[src/rtl/fifo2axis.sv]
// fifo2axis: gathers words from a write-strobe producer into a BURST_LEN-word packet
// buffer, then sends the packet as an AXI4-Stream master burst with tlast on the final beat.
//
// Ports:
//   clk           sole clock, rising edge
//   rst           synchronous active-high reset
//   din           producer data word
//   wr            write strobe; word taken on an edge where wr && in_ready
//   flush         close a partial packet early (ignored when the buffer is empty)
//   in_ready      buffer can accept a word (FILL state)
//   m_axis_tdata  stream data (0 when not streaming)
//   m_axis_tvalid stream valid
//   m_axis_tready consumer ready
//   m_axis_tlast  final beat of the packet
//   done          one-cycle pulse after a packet completes
//   pkt_count     completed-packet counter, wraps at 16 bits
module fifo2axis #(
  parameter int unsigned DATA_WIDTH = 32,
  parameter int unsigned BURST_LEN  = 4
) (
  input  logic                  clk,
  input  logic                  rst,
  input  logic [DATA_WIDTH-1:0] din,
  input  logic                  wr,
  input  logic                  flush,
  output logic                  in_ready,
  output logic [DATA_WIDTH-1:0] m_axis_tdata,
  output logic                  m_axis_tvalid,
  input  logic                  m_axis_tready,
  output logic                  m_axis_tlast,
  output logic                  done,
  output logic [15:0]           pkt_count
);

  localparam int unsigned IdxW  = $clog2(BURST_LEN) + 1;
  localparam int unsigned AddrW = $clog2(BURST_LEN);

  typedef enum logic [1:0] {
    StFill,
    StStream,
    StDone
  } state_e;

  state_e                r_state;
  state_e                w_state_d;
  logic [DATA_WIDTH-1:0] r_buf [BURST_LEN];
  logic [IdxW-1:0]       r_count;
  logic [IdxW-1:0]       w_count_d;
  logic [IdxW-1:0]       r_rd_idx;
  logic [IdxW-1:0]       w_rd_idx_d;
  logic [IdxW-1:0]       r_len;
  logic [IdxW-1:0]       w_len_d;
  logic [15:0]           r_pkt_count;
  logic [15:0]           w_pkt_count_d;

  logic                  w_wr_acc;
  logic                  w_last;
  logic [IdxW-1:0]       w_count_inc;

  assign w_wr_acc    = wr && (r_state == StFill);
  assign w_count_inc = r_count + IdxW'(1);
  assign w_last      = (r_rd_idx == (r_len - IdxW'(1)));

  always_comb begin
    w_state_d     = r_state;
    w_count_d     = r_count;
    w_rd_idx_d    = r_rd_idx;
    w_len_d       = r_len;
    w_pkt_count_d = r_pkt_count;
    case (r_state)
      StFill: begin
        if (wr) begin
          w_count_d = w_count_inc;
          // A flush on the same edge as a write closes the packet including that word.
          if ((w_count_inc == IdxW'(BURST_LEN)) || flush) begin
            w_state_d = StStream;
            w_len_d   = w_count_inc;
          end
        end else if (flush && (r_count != '0)) begin
          w_state_d = StStream;
          w_len_d   = r_count;
        end
      end
      StStream: begin
        if (m_axis_tready) begin
          if (w_last) begin
            w_state_d     = StDone;
            w_count_d     = '0;
            w_rd_idx_d    = '0;
            w_pkt_count_d = r_pkt_count + 16'd1;
          end else begin
            w_rd_idx_d = r_rd_idx + IdxW'(1);
          end
        end
      end
      StDone: begin
        w_state_d = StFill;
      end
      default: begin
        w_state_d = StFill;
      end
    endcase
  end

  always_ff @(posedge clk) begin
    if (rst) begin
      r_state     <= StFill;
      r_count     <= '0;
      r_rd_idx    <= '0;
      r_len       <= '0;
      r_pkt_count <= '0;
    end else begin
      r_state     <= w_state_d;
      r_count     <= w_count_d;
      r_rd_idx    <= w_rd_idx_d;
      r_len       <= w_len_d;
      r_pkt_count <= w_pkt_count_d;
    end
  end

  // Packet storage needs no reset: entries are only read after being written.
  always_ff @(posedge clk) begin
    if (w_wr_acc) begin
      r_buf[r_count[AddrW-1:0]] <= din;
    end
  end

  // Outputs decode registered state only; tready never reaches them combinationally.
  assign in_ready      = (r_state == StFill);
  assign m_axis_tvalid = (r_state == StStream);
  assign m_axis_tlast  = (r_state == StStream) && w_last;
  assign m_axis_tdata  = (r_state == StStream) ? r_buf[r_rd_idx[AddrW-1:0]] : '0;
  assign done          = (r_state == StDone);
  assign pkt_count     = r_pkt_count;

endmodule

[config.mk]
export PLATFORM = sky130hd
export DESIGN_NAME = fifo2axis
export DESIGN_NICKNAME = d
export VERILOG_FILES = /design/src/rtl/fifo2axis.sv
export SDC_FILE = /design/constraint.sdc
export NUM_CORES = 1
export LEC_CHECK = 0
export ABC_CLOCK_PERIOD_IN_PS = 3000
export CAP_MARGIN = 15
export CELL_PAD_IN_SITES_DETAIL_PLACEMENT = 0
export CELL_PAD_IN_SITES_GLOBAL_PLACEMENT = 1
export CORE_MARGIN = 2
export CORE_UTILIZATION = 46
export DETAILED_ROUTE_END_ITERATION = 6
export PLACE_DENSITY = 0.77
export SLEW_MARGIN = 20
export SYNTH_ARGS = -nofsm -noshare
export SYNTH_HDL_FRONTEND = slang
export SYNTH_SLANG_ARGS = --single-unit
[constraint.sdc]
create_clock -name clk -period 3 [get_ports clk]
set_input_delay 0.6 -clock clk [delete_from_list [all_inputs] [get_ports clk]]
set_output_delay 0.6 -clock clk [all_outputs]
set_load 0.02 [all_outputs]
==> results of run 1 <==
## cell usage after synthesis (4+ instances only)
master      n
or4_1       6
and2_1     32
and3_1      5
nor2_1      5
ha_1        8
nand3_1    11
dfxtp_1    29
o31ai_1     6
inv_1      11
nand2_1    10
o21ai_0     5
buf_1       6
a21oi_1    18
o41ai_1     4
nor3_1      6
nor2b_1     4
edfxtp_1  128
clkbuf_1   10
mux4_2     32
## metrics by stage
step                      power [uW]  utilization, %
final                           5260            61.1
after global placement          3050            56.3
after detailed placement        3060            56.3
after global routing            5420            61.1
after CTS                       5300            61.1
after floorplan                 2820               -
## area by class of cell
cell class,instances,area [um^2]
inverters,12,45.0
well taps,176,220
clock inverters,8,128
fillers,988,5190
clock buffers,24,512
repair buffers,100,1050
flip-flops and latches,157,4430
multi-input cells,185,1770
## sequential cells by signal, summed over array words and instances, names as in the netlist, named ones only
name / cells
r_state: 2
r_len: 3
pkt_count: 16
r_count: 3
r_buf: 128
r_rd_idx: 3
## worst reg2reg max path: stages (launching register included)
cell and delay (ns):
dfxtp_1 0.35, inv_1 0.07, ha_1 0.30, xnor2_1 0.19
or4_4 0.70, or4_1 0.55, a21oi_1 0.17
## power groups by stage
stage	combinational (uW)	clock, uW	sequential [uW]
final	530	2250	2480
after global routing	572	2370	2480
after CTS	540	2290	2480
after detailed placement	539	0	2520
after global placement	531	0	2520
after floorplan	300	0	2520
## worst paths after layout
check / cells after the start / end / from / slack (ns)
hold reg to reg: 2 / r_len[1] / r_len[1] / 0.48
setup / recovery: 4 / m_axis_tdata[1] / flop / 0.17
hold / removal: 2 / r_len[1] / r_len[1] / 0.48
setup reg to reg: 6 / pkt_count[8] / r_len[0] / 0.59
## routing by layer
metal  GRT usage (%)  part of all wire (%)  up-vias
li1                -                     -     1670
met1            21.7                    43     1794
met2            29.5                    51       89
met3            4.14                   4.3       16
met4            7.61                   1.6        0
met5               0                     0        -
## cells by family after synthesis
logic type	count (synthesis)	share of synthesized area (%)
AOI/OAI and AO/OA	41	4.12
xor gates and xnor gates	7	1.21
adders and majority gates	8	1.58
buffers and inverters	31	2.10
DFF	157	70.0
muxes	34	11.7
and+or+nand+nor	95	9.30
## timing repair
item	CTS	global route
resized for setup	1	1
endpoints found under the setup margin	1	1
pin swaps	0	0
==> impl_metrics.tcl, run 1 <==
set metrics [dict create \
    status "complete, no violations" \
    avgSynthCellArea_um2 17.0 \
    finalHoldViolCount 0 \
    synth.area.top_cells "edfxtp_1, mux4_2, dfxtp_1, and2_1, ha_1" \
    post_cts_buffers 0 \
    slew_headroom_pct 53.7 \
    power.switching_uw 1100 \
    ant_nets 0 \
    final_cell_area_mm2 0.00815 \
    initialDrtViolationCount 218 \
    intPower_uw 4160 \
    die_w_um 121 \
    dp.cells 630 \
    yosysWarningCount 0 \
    yosysTopAreaCellShare_pct 60.8 \
    cts_hold_buf 0 \
    async_reset_ff_share_pct 0 \
    place_congestion 0.813 \
    synth_cell_types 46 \
    required_ns 2.40 \
    cts.sinks 157 \
    pwr-share-comb_pct 10.1 \
    synth_top_area_cell "edfxtp_1" \
    n_antenna_cell 0 \
    hp-class "reg2reg" \
    max_stage_delay_ns 0.53 \
    synth_edf_count 128 \
    cts_buffer_depth 2 \
    rows 42 \
    final_common_cell "edfxtp_1" \
    grt_usage_pct 17.5 \
    dp_hpwl_mm 7.42 \
    p_sw_share_pct 20.8 \
    grt_max_degree 36 \
    io_buffers 88 \
    initial_core_util_pct 47.4 \
    fin_crit_sh_pct 94.3 \
    grt_pass1_vias 3637 \
    num_vias 3569 \
    worst-path-max-fanout 12 \
    io_pins 89 \
    clockPowerShare_pct 42.8 \
    dpl_worst_slack_ns 0.274 \
    layout.cells.non_filler 662 \
    synth_seq_cells 157 \
    syn2layout_area_growth_pct 28.9 \
    clock_latency_ns 0.42 \
    fin_ws_ns 0.170 \
    vdd.ir_drop.worst_mv 0.397 \
    place_area_mm2 0.00751 \
    die-area_mm2 0.0147 \
    root_buffer "clkbuf_16" \
    crit_type "reg2out" \
    crit_path_end_kind "output pin" \
    core-area_mm2 0.0133 \
    synth_area_mm2 0.00632 \
    grt_antenna_before_repair 0 \
    leakage_uw 0.00266 \
    finalSetupTns_ns 0 \
    drive_gt1_share_pct 18.3 \
    worst-endpoint-arrival_ns 2.23 \
    dr.pass1.iters 4 \
    drv_slew 0 \
    die_h_um 121 \
    final_cell_mix "edfxtp_1, clkdlybuf4s50_1, mux4_2, and2_1, dfxtp_1" \
    ys_seq_area_share_pct 70.0 \
    nets 518 \
    max_freq_ghz 0.353 \
    min_period_ns 2.83 \
    synthCells 373 \
    wl_mm 12.1 \
    startpoint_type "flop" \
    path_clk_slew_ns 0.06 \
    h-tree-depth 4 \
    synth_nets 418 \
    gr-total-overflow 0 \
    cp_slowest_cell "clkdlybuf4s50_1" \
    setup_viol 0 \
    power_density_mw_per_mm2 645 \
    p_seq_share_pct 47.1 \
    avgRoutedWirePerCell_um 18.3 \
    cap_violations 0 \
    holdWs_ns 0.478 \
    cp_cell_sequence "buf_6 -> mux4_2 -> and2_1 -> clkdlybuf4s50_1" \
    route.detailed.drc 0 \
    synth-main-ff-cell "edfxtp_1" \
    worstMarginPinSlew_ns 0.693 \
    skew_ns 0.00541 \
    grt_pass1_wl_mm 19.0 \
    rsz0062_at_grt "no" \
    cts_made_buffers 17 \
    cts_tree "built" \
    critPathTopFamily "buffers and inverters" \
    crit_buf_inv 2 \
    via_per_inst 5.39 \
]
(Power assumes the default switching activity.)
==> run 2: changes to the inputs <==
Settings changed: MAX_ROUTING_LAYER set to met4, TNS_END_PERCENT set to 50.
==> impl_metrics.tcl, run 2 (synthesized netlist as in run 1, its figures left out) <==
set metrics [dict create \
    route.detailed.drc 0 \
    layout.cells.non_filler 662 \
    wl_mm 12.1 \
    leakage_uw 0.00266 \
    cts.sinks 157 \
    crit_path_end_kind "output pin" \
    root_buffer "clkbuf_16" \
    p_sw_share_pct 20.8 \
    critPathTopFamily "buffers and inverters" \
    worstMarginPinSlew_ns 0.693 \
    avgRoutedWirePerCell_um 18.3 \
    drv_slew 0 \
    largest_reg_flops 128 \
    crit_type "reg2out" \
    fin_crit_sh_pct 96.5 \
    via_per_inst 5.40 \
    vdd.ir_drop.worst_mv 0.395 \
    worst-endpoint-arrival_ns 2.29 \
    cp_cell_sequence "buf_4 -> mux4_2 -> and2_1 -> clkdlybuf4s50_1" \
    clock_latency_ns 0.42 \
    p_total_uw 5260 \
    rsz0062_at_grt "no" \
    pwr-share-comb_pct 10.1 \
    cts_made_buffers 17 \
    ant_nets 0 \
    dp_hpwl_mm 7.42 \
    die_w_um 121 \
    die_h_um 121 \
    n_antenna_cell 0 \
    grt_antenna_before_repair 0 \
    final_cell_mix "edfxtp_1, clkdlybuf4s50_1, mux4_2, and2_1, dfxtp_1" \
    grt_pass1_wl_mm 19.0 \
    initialDrtViolationCount 218 \
    skew_ns 0.00578 \
    hp-class "reg2reg" \
    drive_gt1_share_pct 18.3 \
    dpl_worst_slack_ns 0.274 \
    power_density_mw_per_mm2 645 \
    max_stage_delay_ns 0.53 \
    grt_max_degree 36 \
    syn2layout_area_growth_pct 28.9 \
    cts_hold_buf 0 \
    cp_slowest_cell "mux4_2" \
    clockPowerShare_pct 42.8 \
    slew_headroom_pct 53.7 \
    intPower_uw 4160 \
    min_period_ns 2.89 \
    cts_buffer_depth 2 \
    initial_core_util_pct 47.4 \
    nets 518 \
    io_buffers 88 \
    p_seq_share_pct 47.1 \
    path_clk_slew_ns 0.06 \
    startpoint_type "flop" \
    h-tree-depth 4 \
    required_ns 2.40 \
    fin_ws_ns 0.106 \
    rows 42 \
    grt_usage_pct 18.0 \
    num_vias 3573 \
    place_congestion 0.825 \
    dr.pass1.iters 4 \
    crit_buf_inv 2 \
    core-area_mm2 0.0133 \
    setup_viol 0 \
    status "complete, no violations" \
    dp.cells 630 \
    finalHoldViolCount 0 \
    final_common_cell "edfxtp_1" \
    post_cts_buffers 0 \
    power.switching_uw 1100 \
    worst-path-max-fanout 12 \
    finalSetupTns_ns 0 \
    max_freq_ghz 0.345 \
    die-area_mm2 0.0147 \
    grt_pass1_vias 3634 \
    cap_violations 0 \
    gr-total-overflow 0 \
    cts_tree "built" \
    io_pins 89 \
]
## run 2: tightest hold or removal path: stages (launching register included)
cell and delay, ns:
dfxtp_1 0.29, inv_1 0.07, a211oi_1 0.07
## run 2: worst paths after layout
check	start	endpoint	slack (ns)	cells after the start
hold reg to reg	r_len[1]	r_len[1]	0.48	2
hold / removal	r_len[1]	r_len[1]	0.48	2
setup reg to reg	r_len[0]	pkt_count[8]	0.59	6
setup / recovery	flop	m_axis_tdata[1]	0.11	4
## run 2: area by class of cell
class                   instances  area, um^2
fillers                       988        5200
flip-flops and latches        157        4430
multi-input cells             185        1770
repair buffers                100        1040
clock buffers                  24         512
well taps                     176         220
clock inverters                 8         128
inverters                      12        45.0
## run 2: metrics by stage
stage	utilization, %	hold WS [ns]	cell area, um^2
2_1_floorplan	-	0.438	6320
4_1_cts	61.1	0.484	8150
6_report	61.1	0.478	8150
3_5_place_dp	56.3	0.476	7510
3_3_place_gp	56.3	0.470	7510
5_1_grt	61.1	0.508	8150
## run 2: power by group through the flow
| stage | Combinational [uW] | Sequential [uW] | Clock, uW |
|---|---|---|---|
| 3_5_place_dp | 539 | 2520 | 0 |
| 6_report | 529 | 2480 | 2250 |
| 3_3_place_gp | 531 | 2520 | 0 |
| 5_1_grt | 571 | 2480 | 2360 |
| 4_1_cts | 540 | 2480 | 2290 |
| 2_1_floorplan | 300 | 2520 | 0 |
## run 2: per-layer routing
metal | share of wire (%) | track usage [%] | vias to the layer above | routed length (um)
met4 | 1.5 | 7.18 | 0 | 187
met2 | 51 | 29.5 | 92 | 6190
met5 | 0 | - | - | 0
li1 | - | - | 1670 | -
met1 | 43 | 21.8 | 1794 | 5210
met3 | 4.3 | 3.81 | 17 | 525
## run 2: repair_timing
action                                  CTS  global route
hold endpoints to repair                  0             0
resized for setup                         1             0
endpoints found under the setup margin    1             0
